===== src/rtl/scramble_pkg.sv =====
// Shared types and constants for the scramble move source.
//   state_e      : burst FSM states
//   dir_t/DIR_*  : move encoding (up/down and left/right are inverse pairs: d^1)
//   LFSR_TAPS    : Fibonacci taps 16,14,13,11 as a bit mask on lfsr[15:0]
//   undo_filter  : replaces a candidate that would undo the previous move
package scramble_pkg;

  typedef enum logic [1:0] {
    ST_IDLE = 2'd0,
    ST_SEND = 2'd1,
    ST_DONE = 2'd2
  } state_e;

  typedef logic [1:0] dir_t;

  localparam dir_t DIR_UP    = 2'd0;
  localparam dir_t DIR_DOWN  = 2'd1;
  localparam dir_t DIR_LEFT  = 2'd2;
  localparam dir_t DIR_RIGHT = 2'd3;

  localparam logic [15:0] LFSR_TAPS    = 16'hB400;
  localparam logic [15:0] DEFAULT_SEED = 16'hACE1;

  // Inverse of d is d^1; flipping bit 1 moves to the other axis, so the
  // result can never be the inverse of prev_dir.
  function automatic dir_t undo_filter(input dir_t cand, input logic prev_valid,
                                       input dir_t prev_dir);
    if (prev_valid && (cand == (prev_dir ^ 2'b01))) return cand ^ 2'b10;
    return cand;
  endfunction

endpackage


===== src/rtl/scramble_move_source_lfsr16.sv =====
// Free-running 16-bit Fibonacci LFSR.
//   clk    : clock
//   rst_n  : async active-low reset, loads SEED (0 is replaced by 1)
//   lfsr_o : current LFSR state
module lfsr16
  import scramble_pkg::*;
#(
  parameter logic [15:0] SEED = DEFAULT_SEED
) (
  input  logic        clk,
  input  logic        rst_n,
  output logic [15:0] lfsr_o
);

  localparam logic [15:0] INIT = (SEED == 16'h0000) ? 16'h0001 : SEED;

  logic [15:0] lfsr_q, lfsr_d;

  // All-zero is a lock-up state for an XOR LFSR; kick it back to 1.
  always_comb begin
    lfsr_d = {lfsr_q[14:0], ^(lfsr_q & LFSR_TAPS)};
    if (lfsr_q == 16'h0000) lfsr_d = 16'h0001;
  end

  always_ff @(posedge clk or negedge rst_n) begin
    if (!rst_n) lfsr_q <= INIT;
    else        lfsr_q <= lfsr_d;
  end

  assign lfsr_o = lfsr_q;

endmodule


===== src/rtl/scramble_move_source.sv =====
// Scramble responder: on a request while idle, streams MOVE_COUNT pseudo-random
// sliding-puzzle moves over valid/ready, then pulses done for one cycle.
//   rand_req   : level request, sampled only in IDLE
//   abort      : ends the current burst (wins over a same-cycle handshake)
//   move_ready : downstream accepts the presented move
//   move_valid : move_dir is valid
//   move_dir   : 0=up 1=down 2=left 3=right
//   busy       : burst in progress
//   done       : one-cycle pulse after the last accept or after abort
//   remaining  : moves still to be accepted, including the presented one
module scramble_move_source
  import scramble_pkg::*;
#(
  parameter int          MOVE_COUNT = 31,
  parameter logic [15:0] SEED       = DEFAULT_SEED,
  parameter int          CNT_W      = 8
) (
  input  logic             clk,
  input  logic             rst_n,
  input  logic             rand_req,
  input  logic             abort,
  input  logic             move_ready,
  output logic             move_valid,
  output logic [1:0]       move_dir,
  output logic             busy,
  output logic             done,
  output logic [CNT_W-1:0] remaining
);

  localparam logic [CNT_W-1:0] MC  = CNT_W'(MOVE_COUNT);
  localparam logic [CNT_W-1:0] ONE = CNT_W'(1);

  state_e           state_q, state_d;
  dir_t             dir_q, dir_d;
  dir_t             prev_dir_q, prev_dir_d;
  logic             prev_valid_q, prev_valid_d;
  logic [CNT_W-1:0] rem_q, rem_d;
  logic [15:0]      lfsr;
  dir_t             cand;

  lfsr16 #(.SEED(SEED)) u_lfsr (
    .clk    (clk),
    .rst_n  (rst_n),
    .lfsr_o (lfsr)
  );

  assign cand = lfsr[1:0];

  always_comb begin
    state_d      = state_q;
    dir_d        = dir_q;
    prev_dir_d   = prev_dir_q;
    prev_valid_d = prev_valid_q;
    rem_d        = rem_q;
    unique case (state_q)
      ST_IDLE: begin
        if (rand_req) begin
          state_d      = ST_SEND;
          prev_valid_d = 1'b0;
          dir_d        = undo_filter(cand, 1'b0, prev_dir_q);
          rem_d        = MC;
        end
      end
      ST_SEND: begin
        if (abort) begin
          rem_d   = '0;
          state_d = ST_DONE;
        end else if (move_ready) begin
          if (rem_q == ONE) begin
            rem_d   = '0;
            state_d = ST_DONE;
          end else begin
            // Next move is filtered against the one just accepted.
            prev_valid_d = 1'b1;
            prev_dir_d   = dir_q;
            dir_d        = undo_filter(cand, 1'b1, dir_q);
            rem_d        = rem_q - ONE;
          end
        end
      end
      ST_DONE: state_d = ST_IDLE;
      default: state_d = ST_IDLE;
    endcase
  end

  always_ff @(posedge clk or negedge rst_n) begin
    if (!rst_n) begin
      state_q      <= ST_IDLE;
      dir_q        <= DIR_UP;
      prev_dir_q   <= DIR_UP;
      prev_valid_q <= 1'b0;
      rem_q        <= '0;
    end else begin
      state_q      <= state_d;
      dir_q        <= dir_d;
      prev_dir_q   <= prev_dir_d;
      prev_valid_q <= prev_valid_d;
      rem_q        <= rem_d;
    end
  end

  assign move_valid = (state_q == ST_SEND);
  assign busy       = (state_q == ST_SEND);
  assign done       = (state_q == ST_DONE);
  assign move_dir   = dir_q;
  assign remaining  = rem_q;

endmodule


===== config.mk =====
export PLATFORM = sky130hd
export DESIGN_NAME = scramble_move_source
export DESIGN_NICKNAME = d
export VERILOG_FILES = /design/src/rtl/scramble_pkg.sv /design/src/rtl/scramble_move_source_lfsr16.sv /design/src/rtl/scramble_move_source.sv
export SDC_FILE = /design/constraint.sdc
export NUM_CORES = 1
export LEC_CHECK = 0
export ABC_AREA = 1
export BUFFER_PORTS_ARGS = -buffer_cell sky130_fd_sc_hd__buf_2
export CAP_MARGIN = 20
export CORE_MARGIN = 10
export CORE_UTILIZATION = 30
export DETAILED_ROUTE_END_ITERATION = 10
export SYNTH_ARGS = -nofsm -noshare
export SYNTH_HDL_FRONTEND = slang
export SYNTH_HIERARCHICAL = 1
export SYNTH_SLANG_ARGS = --single-unit

===== constraint.sdc =====
create_clock -name clk -period 1.1 [get_ports clk]
set_input_delay 0 -clock clk [delete_from_list [all_inputs] [get_ports clk]]
set_output_delay 0 -clock clk [all_outputs]
set_load 0.05 [all_outputs]

==> After elaboration in Yosys (flattened, before gate mapping) <==
Cells that the tools add are included.
{ "totals": {"ff_bits": 28, "input_bits": 5, "output_inout_bits": 13, "elab_cells": 47} }
{ "classes": {"n_addsub": 1, "n_eq_ne": 10, "mux": 23, "bitwise": 2, "n_reduce_logical": 7} }
{ "ops": {"columns": ["cell", "n"], "rows": [
  ["$mux 8", 4],
  ["$mux 2", 10],
  ["$logic_not 16->1", 1],
  ["$mux 16", 1],
  ["$pmux 8 s2", 1],
  ["$reduce_xor 16->1", 1],
  ["$eq 8x1->1 const B", 1],
  ["$ne 2x2->1 const B", 4],
  ["$pmux 2 s2", 2],
  ["$sub 8x1->8 const B", 1],
  ["$reduce_and 3->1", 2],
  ["$mux 1", 5],
  ["$reduce_and 5->1", 1],
  ["$ne 3x2->1 const B", 1],
  ["$ne 3x3->1 const B", 1],
  ["$eq 2x1->1 const B", 1],
  ["$eq 2x2->1", 1],
  ["$eq 2x2->1 const B", 1],
  ["$logic_not 2->1", 1],
  ["$not 1->1", 2],
  ["$reduce_bool 2->1", 1]
]} }

==> Logic depth before layout (Yosys ltp) <==
Gate-level depths: netlist of run 1.
{ "logic_depth": {"ltp_word": 12, "mapped_depth": 8, "depth_no_buf": 8} }

==> Modules after synthesis <==
Netlist of run 1, hierarchy kept.
{ "by_module_without_submodules": {"columns": ["module", "n_inst", "cells_per_inst", "area_per_inst_um2", "seq_area_each_um2"], "rows": [
  ["scramble_move_source", 1, 105, 749.5, 300.3],
  ["lfsr16", 1, 58, 593.1, 410.4]
]} }

==> Least setup slack after synthesis of run 1 <==
Ideal clock, no wire load.
{ "synth_path": {"path_kind": "flip-flop to flip-flop", "from": "register rem_q[0], in the netlist remaining[0]", "to": "register rem_q[1], in the netlist remaining[1]", "setup_ns": 0.087, "arrival_time_ns": 1.520, "t_required_ns": 1.013, "path_slack_ns": -0.508, "stages_incl_launch_ff": 5, "n_path_buf": 0, "period_less_slack_ns": 1.608, "path_cell_list": "dfrtp_1 -> inv_1 -> ha_1 -> or2_2 -> a22oi_1"} }
{ "synth_between": {"elab_chain_len": 5, "word_cells_on_any_way": 6, "cone_classes": "1 x add/sub; 1 x eq/ne; 4 x mux"} }
{ "synth_rtl": {"columns": ["element", "line_no", "rtl"], "rows": [
  ["start: declaration", "scramble_move_source.sv:37", "logic [CNT_W-1:0] rem_q, rem_d;"],
  ["start signal: assignment", "scramble_move_source.sv:98", "rem_q <= rem_d;"],
  ["$sub 8x1->8 / $eq 8x1->1 (equally long branches)", "scramble_move_source.sv:77, scramble_move_source.sv:69", null],
  ["$mux 8 *", "scramble_move_source.sv:69", "if (rem_q == ONE) begin"],
  ["$mux 8 *", "scramble_move_source.sv:68", "end else if (move_ready) begin"],
  ["$mux 8 *", "scramble_move_source.sv:65", "if (abort) begin"],
  ["$pmux 8 s2 *", "scramble_move_source.sv:55", "unique case (state_q)"]
]} }
Mark *: on every way between the ends. The rest lies on a longest branch, timed or not. The select of a mux whose other input is x is not followed.
A chain may end at the register's enable or synchronous reset.

==> Worst setup path after layout of run 1 <==
{ "layout_path": {"from": "register state_q[1]", "to": "output move_valid"} }
{ "layout_between": {"elab_chain_len": 1} }
{ "layout_rtl": {"columns": ["element", "line_no", "rtl"], "rows": [
  ["start: declaration", "scramble_move_source.sv:33", "state_e state_q, state_d;"],
  ["start signal: assignment", "scramble_move_source.sv:94", "state_q <= state_d;"],
  ["$eq 2x1->1", "scramble_move_source.sv:102", "assign move_valid = (state_q == ST_SEND);"],
  ["end: declaration", "scramble_move_source.sv:23", "output logic move_valid,"]
]} }
Every way passes these cells.

==> results.toml, run 1 <==
[synth]
synthArstFlopShare_pct = 100
synthTopCellsByCount = "nand2_1, nor2_1, dfrtp_1, inv_1"
synth_cells = 163
netlist.top_cell.by_area = "dfrtp_1"
ys_ff_latch = 28
synth_cell_types = 22
synth_area_sq_mm = 0.00134
synth_most_common_cell = "nand2_1"
synth.area.top_cells = "dfrtp_1, dfstp_2, nand2_1"
syn_area_per_cell_sq_um = 8.24
yosysWarningCount = 6
synth-edff-count = 0
seq_area_frac_synth_pct = 52.9
yosysTopAreaCellShare_pct = 37.3
syn_nets = 171
synthFlopType = "dfrtp_1"

[run_status]
violations = "setup timing"
status = "finished, violations left"

[power_and_ir_drop]
intPower_w = 0.00297
power_switching_share_pct = 45.3
ir_drop_v = 0.000946
p_switching_w = 0.00246
p_per_area_mw_per_mm2 = 2690
combPwrFrac_pct = 62.4
pwr-share-clk_pct = 11.9
p_leak_nw = 0.964
seqPwrFrac_pct = 25.7

[layout]
syn2layout_area_growth_pct = 50.4
drive_gt1_share_pct = 56.4
nNetsFinal = 211
fillers = 396
fin_cells = 254
antennaDiodeCount = 0

[timing]
tightest_slew_ns = 0.352
fin_crit_ns = 1.28
slew-limit-headroom_pct = 76.5
layout_setup_ws_ns = -0.180
finalMaxSlewViolations = 0
period_share_pct = 116
hold_violations = 0
max_freq_ghz = 0.781
setup_violations = 16
fin_worst_skew_ns = 0.0143
rsz0062_at_grt = "true"

[clocking]
clk_pin_slew_ns = 0.10
htreeDepth = 1
cts_sinks = 28
tritoncts = "yes"
cts.path.max_buffers = 2
cts_root_buf = "clkbuf_8"
insertion_delay_ns = 0.28
numCtsBuffers = 3

[detailed_routing]
wl_per_cell_um = 11.9
drtAntennaViolNets = 0
vias_per_cell = 4.41
drt_iter0_markers = 24
drc = 0
wirelength_mm = 3.03
dr_total_vias = 1121
drtPass1Iterations = 6

[floorplan]
pin_count = 18
die_h_um = 86.9
coreArea_sq_mm = 0.00435
die_w_um = 86.9
row_count = 24
start_util_pct = 30.8
die_area_sq_mm = 0.00755

[grt]
grt_max_degree = 29
grtUsageTotal_pct = 8.32
antenna_found_initial = 0
grt_overflow = 0
grt_pass1_wl_mm = 5.15
grt_pass1_vias = 1160

[setup_path]
crit_path_frequent_cell = "buf_6"
required_ns = 1.10
reg2reg_setup_slack_ns = -0.14
critical_path_peak_fanout = 5
path_buf_inv = 5
cp_data_arrival_time_ns = 1.28
cp_slowest_cell = "dfrtp_1"
max_stage_delay_ns = 0.40
crit_chain = "inv_2 > nand2_4 > buf_6 > inv_8 > buf_6 > buf_8"
cp-startpoint = "state_q[1]$_DFFE_PN0P_"
cpLargestDelayFamily = "buffers and inverters"
crit_type = "reg -> out"
r2r-start = "remaining[3]$_DFFE_PN0P_"
end_kind = "primary output"
cp-start-kind = "register"

[flow_run]
cap_violations = 0

[placement]
dp_cells = 239
pre_cts_ws_ns = -0.154
gp_congestion = 0.778
hpwlAfterDp_mm = 2.13
port_buffers = 17

[min_path]
hp-start = "abort"
hold_class = "in -> reg"
-- sequential cells by signal (all words and copies together) (netlist names) --
register,cells
u_lfsr/lfsr_o,16
remaining,8
move_dir,2
state_q,2
-- routing by layer --
layer | up-vias | global-route usage (%) | share of wire (%)
met5 | - | 0 | 0
met4 | 0 | 1.77 | 0.92
met3 | 5 | 2.81 | 6.2
met2 | 23 | 15.3 | 50
met1 | 519 | 8.89 | 43
li1 | 574 | - | -
-- power groups by stage --
stage,clock network (W),registers (W),logic (W)
6_report,0.000645,0.00140,0.00339
5_1_grt,0.000699,0.00142,0.00365
3_5_place_dp,0,0.00139,0.00259
3_3_place_gp,0,0.00138,0.00256
2_1_floorplan,0,0.00188,0.00118
4_1_cts,0.000675,0.00138,0.00311
-- cell type report --
type	instances	area [sq um]	area share [%]
flip-flops and latches	28	722	35.7
well taps	52	65.1	3.22
multi-input cells	101	682	33.8
clock buffers	4	55.1	2.73
inverters	19	86.3	4.28
repair buffers	50	409	20.3
-- worst min-delay path, stage by stage --
cell     delay [ns]
buf_2          0.11
or2_4          0.12
a22oi_2        0.06
-- final timing paths --
path / endpoint / cells past startpoint
min reg2reg: u_lfsr/lfsr_o[10]$_DFF_PN1_ / 0
max in group asynchronous: u_lfsr/lfsr_o[5]$_DFF_PN1_ / 3
min in group asynchronous: remaining[5]$_DFFE_PN0P_ / 3
max: move_valid / 6
max reg2reg: move_dir[1]$_DFFE_PN0P_ / 7
min: remaining[1]$_DFFE_PN0P_ / 3
-- placed cells by master (no fill, tap or decap), types with 6 or more instances in the layout --
cell type	n
dfrtp_2	9
nor2_1	16
buf_2	13
nor2_4	8
nand2_1	32
dfstp_2	8
nand3_2	7
inv_1	12
buf_4	24
nand3_1	6
buf_6	7
dfrtp_1	11
-- stage by stage --
step | hold WS (ns) | power, W | instance area [sq um] | utilization [%] | TNS (ns)
floorplan | -0.296 | 0.00306 | 1420 | - | -1.75
global placement | 0.0214 | 0.00394 | 1680 | 38.6 | -1.44
detailed placement | 0.0202 | 0.00398 | 1680 | 38.6 | -1.59
CTS | 0.0309 | 0.00517 | 1910 | 43.9 | -1.78
global route | 0.0394 | 0.00577 | 2020 | 46.4 | -2.81
finish | 0.0346 | 0.00543 | 2020 | 46.4 | -1.72
-- timing repair --
item / CTS / global route
resized for setup: 34 / 21
pin swaps: 11 / 5
setup buffers: 5 / 5
endpoints found under the setup margin: 16 / 18
hold buffers: 2 / 0
hold endpoints to repair: 22 / 0
-- kinds of logic (layout without fill, tap and decap cells) --
group / count (synthesis) / after routing / share of synthesized area [%]
buf+inv: 34 / 73 / 10.3
simple gates: 85 / 85 / 28.7
flops: 28 / 28 / 52.9
compound gates: 13 / 13 / 5.22
fa+ha+maj: 3 / 3 / 2.80
No activity file was read; power rests on OpenSTA's default activity.
==> run 2, diff against run 1 <==
Settings changed: HOLD_SLACK_MARGIN from default to 0.1, PLACE_DENSITY from default to 0.58.
==> run 2 against run 1 <==
  * The run still ends with setup timing left
  * Global-route usage about the same
  * Via count up 2.6%
  * Count of clock-buffer cells in the layout down 1
  * Fmax up 3.3%
  * Sequential power about the same
  * Largest cell class unchanged
  * Largest power group unchanged
==> results.toml, run 2 (synthesized netlist as in run 1, its figures left out) <==
[min_path]
hold_class = "in -> reg"

[timing]
whs_ns = 0.116
setup_violations = 15
finalMaxSlewViolations = 0
tightest_slew_ns = 0.348
max_freq_ghz = 0.807
hold_violations = 0
fin_crit_ns = 1.24
rsz0062_at_grt = "true"
period_share_pct = 113
layout_setup_ws_ns = -0.139
fin_worst_skew_ns = 0.0161
slew-limit-headroom_pct = 76.8

[clocking]
numCtsBuffers = 3
cts_root_buf = "clkbuf_8"
cts_sinks = 28
insertion_delay_ns = 0.28
cts.path.max_buffers = 2
tritoncts = "yes"
htreeDepth = 1
clk_pin_slew_ns = 0.10

[layout]
antennaDiodeCount = 0
layout_commonest_cell = "nand2_1"
largest_register_ffs = 16
final_cell_mix = "nand2_1, buf_4, nor2_1"
fin_cells = 254
drive_gt1_share_pct = 55.9
postLayoutCellArea_sq_mm = 0.00202
postLayoutCoreUtil_pct = 46.3
syn2layout_area_growth_pct = 50.1
nNetsFinal = 211

[setup_path]
reg2reg_setup_slack_ns = -0.14
critical_path_peak_fanout = 7
cp-startpoint = "remaining[1]$_DFFE_PN0P_"
end_kind = "register"
r2r-start = "remaining[1]$_DFFE_PN0P_"
crit_end = "remaining[3]$_DFFE_PN0P_"
crit_type = "reg -> reg"
required_ns = 1.27
cp_data_arrival_time_ns = 1.41
r2r_end = "remaining[3]$_DFFE_PN0P_"
ff2ff_path_depth = 7
cp-start-kind = "register"

[detailed_routing]
drt_iter0_markers = 49
wirelength_mm = 3.07
wl_per_cell_um = 12.1
drtPass1Iterations = 4
drtAntennaViolNets = 0
drc = 0
dr_total_vias = 1150
vias_per_cell = 4.53

[floorplan]
start_util_pct = 30.8
pin_count = 18
die_h_um = 86.9
coreArea_sq_mm = 0.00435
row_count = 24
die_area_sq_mm = 0.00755
die_w_um = 86.9

[flow_run]
cap_violations = 0

[placement]
gp_congestion = 0.826
placed_cell_area_sq_mm = 0.00167
hpwlAfterDp_mm = 2.14
port_buffers = 17
dp_cells = 238

[power_and_ir_drop]
p_total_w = 0.00547
p_leak_nw = 0.963
p_per_area_mw_per_mm2 = 2710
ir_drop_v = 0.00103

[grt]
grtUsageTotal_pct = 8.36
grt_max_degree = 29
antenna_found_initial = 0
grt_pass1_vias = 1169
grt_overflow = 0
grt_pass1_wl_mm = 5.19

[run_status]
violations = "setup timing"
status = "finished, violations left"
-- run 2: metrics by stage --
stage	setup WS [ns]	TNS, ns
after CTS	-0.134	-1.33
after global routing	-0.210	-2.31
after floorplan	-0.207	-1.75
after global placement	-0.117	-1.10
after detailed placement	-0.149	-1.45
final	-0.139	-1.38
-- run 2: layer usage --
metal	track usage, %	up-vias	routed length, um
met2	14.3	19	1490
met5	0	-	0
li1	-	573	-
met4	2.36	0	35
met3	3.00	4	189
met1	9.49	554	1360
-- run 2: power breakdown --
part           switching (W)  internal (W)  total, W
combinational        0.00192       0.00134   0.00326
clock               0.000324      0.000487  0.000812
sequential          0.000176       0.00122   0.00140
total                0.00242       0.00305   0.00547
-- run 2: what timing repair did --
item / in CTS / in global routing
cloned: 0 / 0
buffers inserted: 6 / 3
pin swaps: 7 / 8
endpoints found under the setup margin: 16 / 16
hold buffers: 4 / 0
resized for setup: 27 / 22
endpoints found under the hold margin: 31 / 0
-- run 2: cell type report --
type | count | area (sq um)
clock buffers | 3 | 41.3
fillers | 413 | 2340
multi-input cells | 101 | 674
flip-flops and latches | 28 | 722
repair buffers | 50 | 399
well taps | 52 | 65.1
inverters | 19 | 83.8
clock inverters | 1 | 30.0
-- run 2: how the worst min path moves through the flow --
stage / from / end / cells after the start
global placement: rst_n / u_lfsr/lfsr_o[14]$_DFF_PN0_ / 2
finish: abort / remaining[0]$_DFFE_PN0P_ / 4
floorplan: rst_n / move_dir[0]$_DFFE_PN0P_ / 0
detailed placement: rst_n / u_lfsr/lfsr_o[14]$_DFF_PN0_ / 2
CTS: abort / remaining[0]$_DFFE_PN0P_ / 4
global route: abort / remaining[0]$_DFFE_PN0P_ / 4
-- run 2: worst max-delay path, stage by stage (launching register included) --
cell     delay [ns]
dfrtp_2        0.44
inv_4          0.09
ha_4           0.13
nand2_4        0.06
o21ai_4        0.16
nand2_4        0.11
nand3_2        0.08
nand2_2        0.04
